`src/rtl/fir_out_buffer.sv`:
```
// Output stage of the FIR: rounds and saturates each accumulator value to an
// OUT_W-bit sample, queues it in a small FIFO and serves it over valid/ready.
module fir_out_buffer #(
    parameter int ACC_W = 19,
    parameter int SHIFT = 8,
    parameter int OUT_W = 8,
    parameter int DEPTH = 4,
    parameter int CNT_W = 16
) (
    input  logic                     CLK,
    input  logic                     RESET,
    input  logic [31:0]              RESULT,
    input  logic                     OUTPUT_DATA_READY,
    output logic [OUT_W-1:0]         OUT_DATA,
    output logic                     OUT_VALID,
    input  logic                     OUT_READY,
    output logic [$clog2(DEPTH):0]   FIFO_COUNT,
    output logic [CNT_W-1:0]         SAT_CNT,
    output logic [CNT_W-1:0]         DROP_CNT
);

    localparam int PW = $clog2(DEPTH);
    localparam int CW = PW + 1;

    localparam logic signed [ACC_W:0] RND    = (ACC_W+1)'(2 ** (SHIFT - 1));
    localparam logic signed [ACC_W:0] SAT_HI = (ACC_W+1)'((2 ** (OUT_W - 1)) - 1);
    localparam logic signed [ACC_W:0] SAT_LO = (ACC_W+1)'(-(2 ** (OUT_W - 1)));

    // One extra bit of headroom keeps the rounding add from overflowing.
    function automatic logic signed [ACC_W:0] round_shr(input logic [ACC_W-1:0] x);
        logic signed [ACC_W:0] sum;
        sum = $signed({x[ACC_W-1], x}) + RND;
        return sum >>> SHIFT;
    endfunction

    // Returns {clipped, sample}.
    function automatic logic [OUT_W:0] saturate(input logic signed [ACC_W:0] r);
        if (r > SAT_HI) return {1'b1, SAT_HI[OUT_W-1:0]};
        if (r < SAT_LO) return {1'b1, SAT_LO[OUT_W-1:0]};
        return {1'b0, r[OUT_W-1:0]};
    endfunction

    function automatic logic [CNT_W-1:0] cnt_inc(input logic [CNT_W-1:0] c);
        return (&c) ? c : c + 1'b1;
    endfunction

    logic [OUT_W:0]         w_conv;
    logic                   w_clip;
    logic                   w_pop;
    logic                   w_full;
    logic                   w_push;
    logic                   w_drop;

    logic signed [OUT_W-1:0] r_data_p1;
    logic                   r_vld_p1;
    logic [CNT_W-1:0]       r_sat_cnt;
    logic [CNT_W-1:0]       r_drop_cnt;
    logic [OUT_W-1:0]       r_mem [DEPTH];
    logic [PW-1:0]          r_wr_ptr;
    logic [PW-1:0]          r_rd_ptr;
    logic [CW-1:0]          r_count;

    assign w_conv = saturate(round_shr(RESULT[ACC_W-1:0]));
    assign w_clip = w_conv[OUT_W];

    // Stage 1: registered conversion
    always_ff @(posedge CLK) begin
        if (RESET) begin
            r_vld_p1  <= 1'b0;
            r_sat_cnt <= '0;
        end else begin
            r_vld_p1 <= OUTPUT_DATA_READY;
            if (OUTPUT_DATA_READY && w_clip)
                r_sat_cnt <= cnt_inc(r_sat_cnt);
        end
    end

    always_ff @(posedge CLK) begin
        r_data_p1 <= $signed(w_conv[OUT_W-1:0]);
    end

    // Stage 2: FIFO push; a full FIFO still accepts when the head leaves this edge
    assign w_pop  = (r_count != '0) && OUT_READY;
    assign w_full = (r_count == CW'(DEPTH));
    assign w_push = r_vld_p1 && (!w_full || w_pop);
    assign w_drop = r_vld_p1 && !w_push;

    always_ff @(posedge CLK) begin
        if (RESET) begin
            r_wr_ptr   <= '0;
            r_rd_ptr   <= '0;
            r_count    <= '0;
            r_drop_cnt <= '0;
        end else begin
            if (w_push) r_wr_ptr <= r_wr_ptr + 1'b1;
            if (w_pop)  r_rd_ptr <= r_rd_ptr + 1'b1;
            case ({w_push, w_pop})
                2'b10:   r_count <= r_count + 1'b1;
                2'b01:   r_count <= r_count - 1'b1;
                default: r_count <= r_count;
            endcase
            if (w_drop)
                r_drop_cnt <= cnt_inc(r_drop_cnt);
        end
    end

    always_ff @(posedge CLK) begin
        if (w_push)
            r_mem[r_wr_ptr] <= r_data_p1;
    end

    // Head is read straight from storage; it only moves on a pop, so it holds under stall.
    assign OUT_VALID  = (r_count != '0);
    assign OUT_DATA   = OUT_VALID ? r_mem[r_rd_ptr] : '0;
    assign FIFO_COUNT = r_count;
    assign SAT_CNT    = r_sat_cnt;
    assign DROP_CNT   = r_drop_cnt;

endmodule

```
`config.mk`:
```
export PLATFORM = sky130hd
export DESIGN_NAME = fir_out_buffer
export DESIGN_NICKNAME = d
export VERILOG_FILES = /design/src/rtl/fir_out_buffer.sv
export SDC_FILE = /design/constraint.sdc
export NUM_CORES = 1
export LEC_CHECK = 0
export CAP_MARGIN = 20
export CORE_MARGIN = 3
export CORE_UTILIZATION = 40
export DETAILED_ROUTE_END_ITERATION = 6
export PLACE_DENSITY = 0.69
export SETUP_SLACK_MARGIN = 0.02
export SLEW_MARGIN = 15
export SYNTH_ARGS = -nofsm -noshare
export SYNTH_HDL_FRONTEND = slang
export SYNTH_SLANG_ARGS = --single-unit
```
`constraint.sdc`:
```
create_clock -name CLK -period 3.62 [get_ports CLK]
set_clock_uncertainty 0.05 [all_clocks]
set_input_delay 0.724 -clock CLK [delete_from_list [all_inputs] [get_ports CLK]]
set_output_delay 0.724 -clock CLK [all_outputs]
set_load 0.02 [all_outputs]
```
==> summary.txt <==
Outcome
  • Status: completed

Clock network
  • Post-CTS Setup Bufs: 0
  • CTS tree: done
  • Post_cts resized: 0
  • Clock transition at path regs: about 0.090 ns
  • CTS Buf Count: 9
  • CTS H-Tree Depth: 3
  • Clock sinks: between 80 and 90
  • Worst-Skew Late Latency: 0.34 ns
  • Root buffer cell: clkbuf_8
  • Clk buf depth: 2
  • Hold Buf Count CTS: 0

Routing
  • Avg WL per Cell: about 14 um
  • Initial DRC count: around 80
  • DRC: 0
  • Post-DRT Antenna Nets: 0
  • Via/cell ratio: around 5.2
  • Pre-antenna DRT Iters: 4
  • Overall routed net length: 7.339 mm
  • Vias: 2653

Cells and area
  • Share of cells above drive strength 1: 10.45%
  • Multi-input gate area: about 0.0016 mm^2
  • Final #Nets: ~440
  • Final non-filler cell total: roughly 500
  • Area growth syn-to-layout: 23.92%
  • Antenna diodes: 0
  • Filler cells: about 800
  • Reg area: roughly 0.0020 mm^2
  • Layout Utilization: 51.57%

Timing
  • TNS Setup: 0 ns
  • Worst slew pin tran: about 0.75 ns
  • Final period demand of the worst path: approximately 3.1 ns
  • RSZ-0062 raised after global routing: false
  • Period Utilization, post-route: 85.14%
  • Max-slew violation count: 0
  • Final hold vios: 0
  • Setup violators final: 0
  • Fmax: 324.5 MHz
  • Max transition margin: roughly 50%

Yosys
  • Ys async rst share: 0%
  • Yosys Warn Count: 0
  • Distinct cells, synth: between 40 and 50
  • Number of flops mapped to enable cells by yosys: 32
  • Synthesized area: roughly 0.0037 mm^2
  • Mux cell area share after synthesis: 6.014%
  • Syn Area/Cell: about 11 um^2
  • Post-Synth Adder-Cell Area: under 10%
  • Synth top area share: between 20% and 30%
  • Synth area leaders: dfxtp_1, edfxtp_1, mux4_2
  • Yosys top cell by area: dfxtp_1
  • Post-synthesis net count: 379
  • Register area share after synthesis: between 50% and 60%
  • Top_reg_cell synth: dfxtp_1
  • Xor and xnor fraction of the mapped netlist area: approximately 6.2%
  • Post-Synth Simple-Gate Area: 19.61%
  • Post-Synthesis Cells: roughly 340
  • Most frequent cell after synthesis: dfxtp_1
  • Synth Area in Compound Gates: 9.106%
  • Largest family of logic cells by synthesized area: simple AND/OR/NAND/NOR gates
  • Post-synth top cells: dfxtp_1, edfxtp_1, nor2_1
  • Seq cells post-synth: slightly above 80

Floorplanning
  • Die X-Extent: 101.9 um
  • Core area: around 0.0088 mm^2
  • Count of boundary I/O pins: 80
  • Die Footprint: about 0.010 mm^2
  • Num rows: 34
  • Initial Util: a little over two fifths
  • Die Y: just over 100 um

Critical path
  • R2R depth: 8
  • Crit Path Max Fanout: 8
  • Critical Path AT: ~2.3 ns
  • Reg2reg setup slack: between 1 and 1.5 ns
  • RR Startpoint: SAT_CNT[0]$_SDFFE_PP0P_
  • FF-to-FF End: SAT_CNT[15]$_SDFFE_PP0P_
  • Setup Crit Path Kind: flip-flop to primary output
  • CP Data Required Time: approximately 2.9 ns
  • Setup crit end kind: primary output
  • Worst setup SP type: flip-flop

Hold path
  • WHS Endpoint: r_mem[0][1]$_DFFE_PP_
  • HP Class: flip-flop to flip-flop
  • WHS Path Cells: 0
  • Worst hold path startpoint: r_data_p1[1]$_SDFF_PN1_

Power
  • Leakage: ~0.0015 uW
  • Worst vdd ir: approximately 220 uV
  • PD cells: 495.7 mW/mm^2

Place
  • GP Congestion: a little over 0.8
  • Cells after DPL: 494
  • Post-DP HPWL: about 5.3 mm
  • Port Buf Inserts: around 60

GRT
  • All-Layer GR Usage: between 10% and 20%
  • Grt ovf: 0
  • Vias in the first global route: between 2k and 3k
  • First-pass GRT wire length: around 12 mm
  • Largest net degree at the start of global routing: 20
  • Initial antenna violation count: 0

Flow run
  • Number of max-cap violations: 0
-- power by group --
| group | internal [uW] | switching [uW] |
|---|---|---|
| clock network | 260 | 349 |
| logic | 293 | 274 |
| registers | 1020 | 70.3 |
-- state kept, by name (all words and copies together) (netlist names), named ones only --
| signal | cells |
|---|---|
| r_rd_ptr | 2 |
| r_data_p1 | 8 |
| r_wr_ptr | 2 |
| r_mem | 32 |
| SAT_CNT | 16 |
| DROP_CNT | 16 |
| FIFO_COUNT | 3 |
| r_vld_p1 | 1 |
-- through the flow --
step	total power, uW	worst slack (ns)	hold slack (ns)	instance area [um^2]
6_report	2262	0.5380	0.4388	4563
5_1_grt	2379	0.3758	0.4595	4563
4_1_cts	2291	0.4730	0.4332	4563
3_5_place_dp	1684	0.3097	0.4212	4380
3_3_place_gp	1670	0.3547	0.3976	4380
2_1_floorplan	1446	0.9885	0.3883	3682
-- placed cells by master, fill, tap and decap left out, types with 2 or more instances in the layout --
master,count
a21oi_1,13
a21oi_2,2
and2_1,12
and3_1,4
buf_4,3
clkbuf_8,9
clkdlybuf4s50_1,59
clkinvlp_4,2
dfxtp_1,50
edfxtp_1,32
ha_1,7
inv_1,15
inv_6,4
mux2i_1,3
mux4_2,8
nand2_1,15
nand3_1,23
nand4_1,9
nor2_1,30
nor2b_1,4
nor3_1,6
nor4_1,4
o21ai_0,20
o31a_1,2
o31ai_1,2
or2_2,2
or3_1,13
or4_1,2
xnor2_1,11
xor2_1,15
-- logic make-up after synthesis --
| kind of cell | after synthesis |
|---|---|
| buffers and inverters | 26 |
| flip-flops | 82 |
| AND/OR/NAND/NOR | 133 |
| XOR/XNOR | 26 |
| adder cells (fa/ha/maj) | 8 |
| multiplexers | 12 |
| AO/OA/AOI/OAI | 48 |
-- critical path: stages, from the launching register on --
cell,delay [ns]
dfxtp_1,0.69
mux4_2,0.58
and2_1,0.17
clkdlybuf4s50_1,0.53
-- worst max-delay path by stage --
| stage | to | slack, ns | cells after the start |
|---|---|---|---|
| 2_1_floorplan | SAT_CNT[5]$_SDFFE_PP0P_ | 0.99 | 8 |
| 3_3_place_gp | SAT_CNT[5]$_SDFFE_PP0P_ | 0.35 | 8 |
| 3_5_place_dp | SAT_CNT[4]$_SDFFE_PP0P_ | 0.31 | 8 |
| 6_report | OUT_DATA[7] | 0.54 | 3 |
| 5_1_grt | OUT_DATA[7] | 0.38 | 3 |
| 4_1_cts | OUT_DATA[0] | 0.47 | 3 |
-- cell type report --
class | count | share of cell area, %
Sequential cell | 82 | 42.99
Multi-Input combinational cell | 227 | 35.37
Timing Repair Buffer | 62 | 13.44
Tap cell | 108 | 2.961
Clock buffer | 9 | 2.715
Clock inverter | 7 | 1.289
Inverter | 15 | 1.234
-- metal layers --
layer	GRT usage [%]	part of all wire (%)	routed length, um
met5	0	0	0
met4	6.357	1.6	119
met3	2.594	2.5	184
met2	25.55	50	3698
met1	18.96	45	3337
No activity file was read; power rests on OpenSTA's default activity.
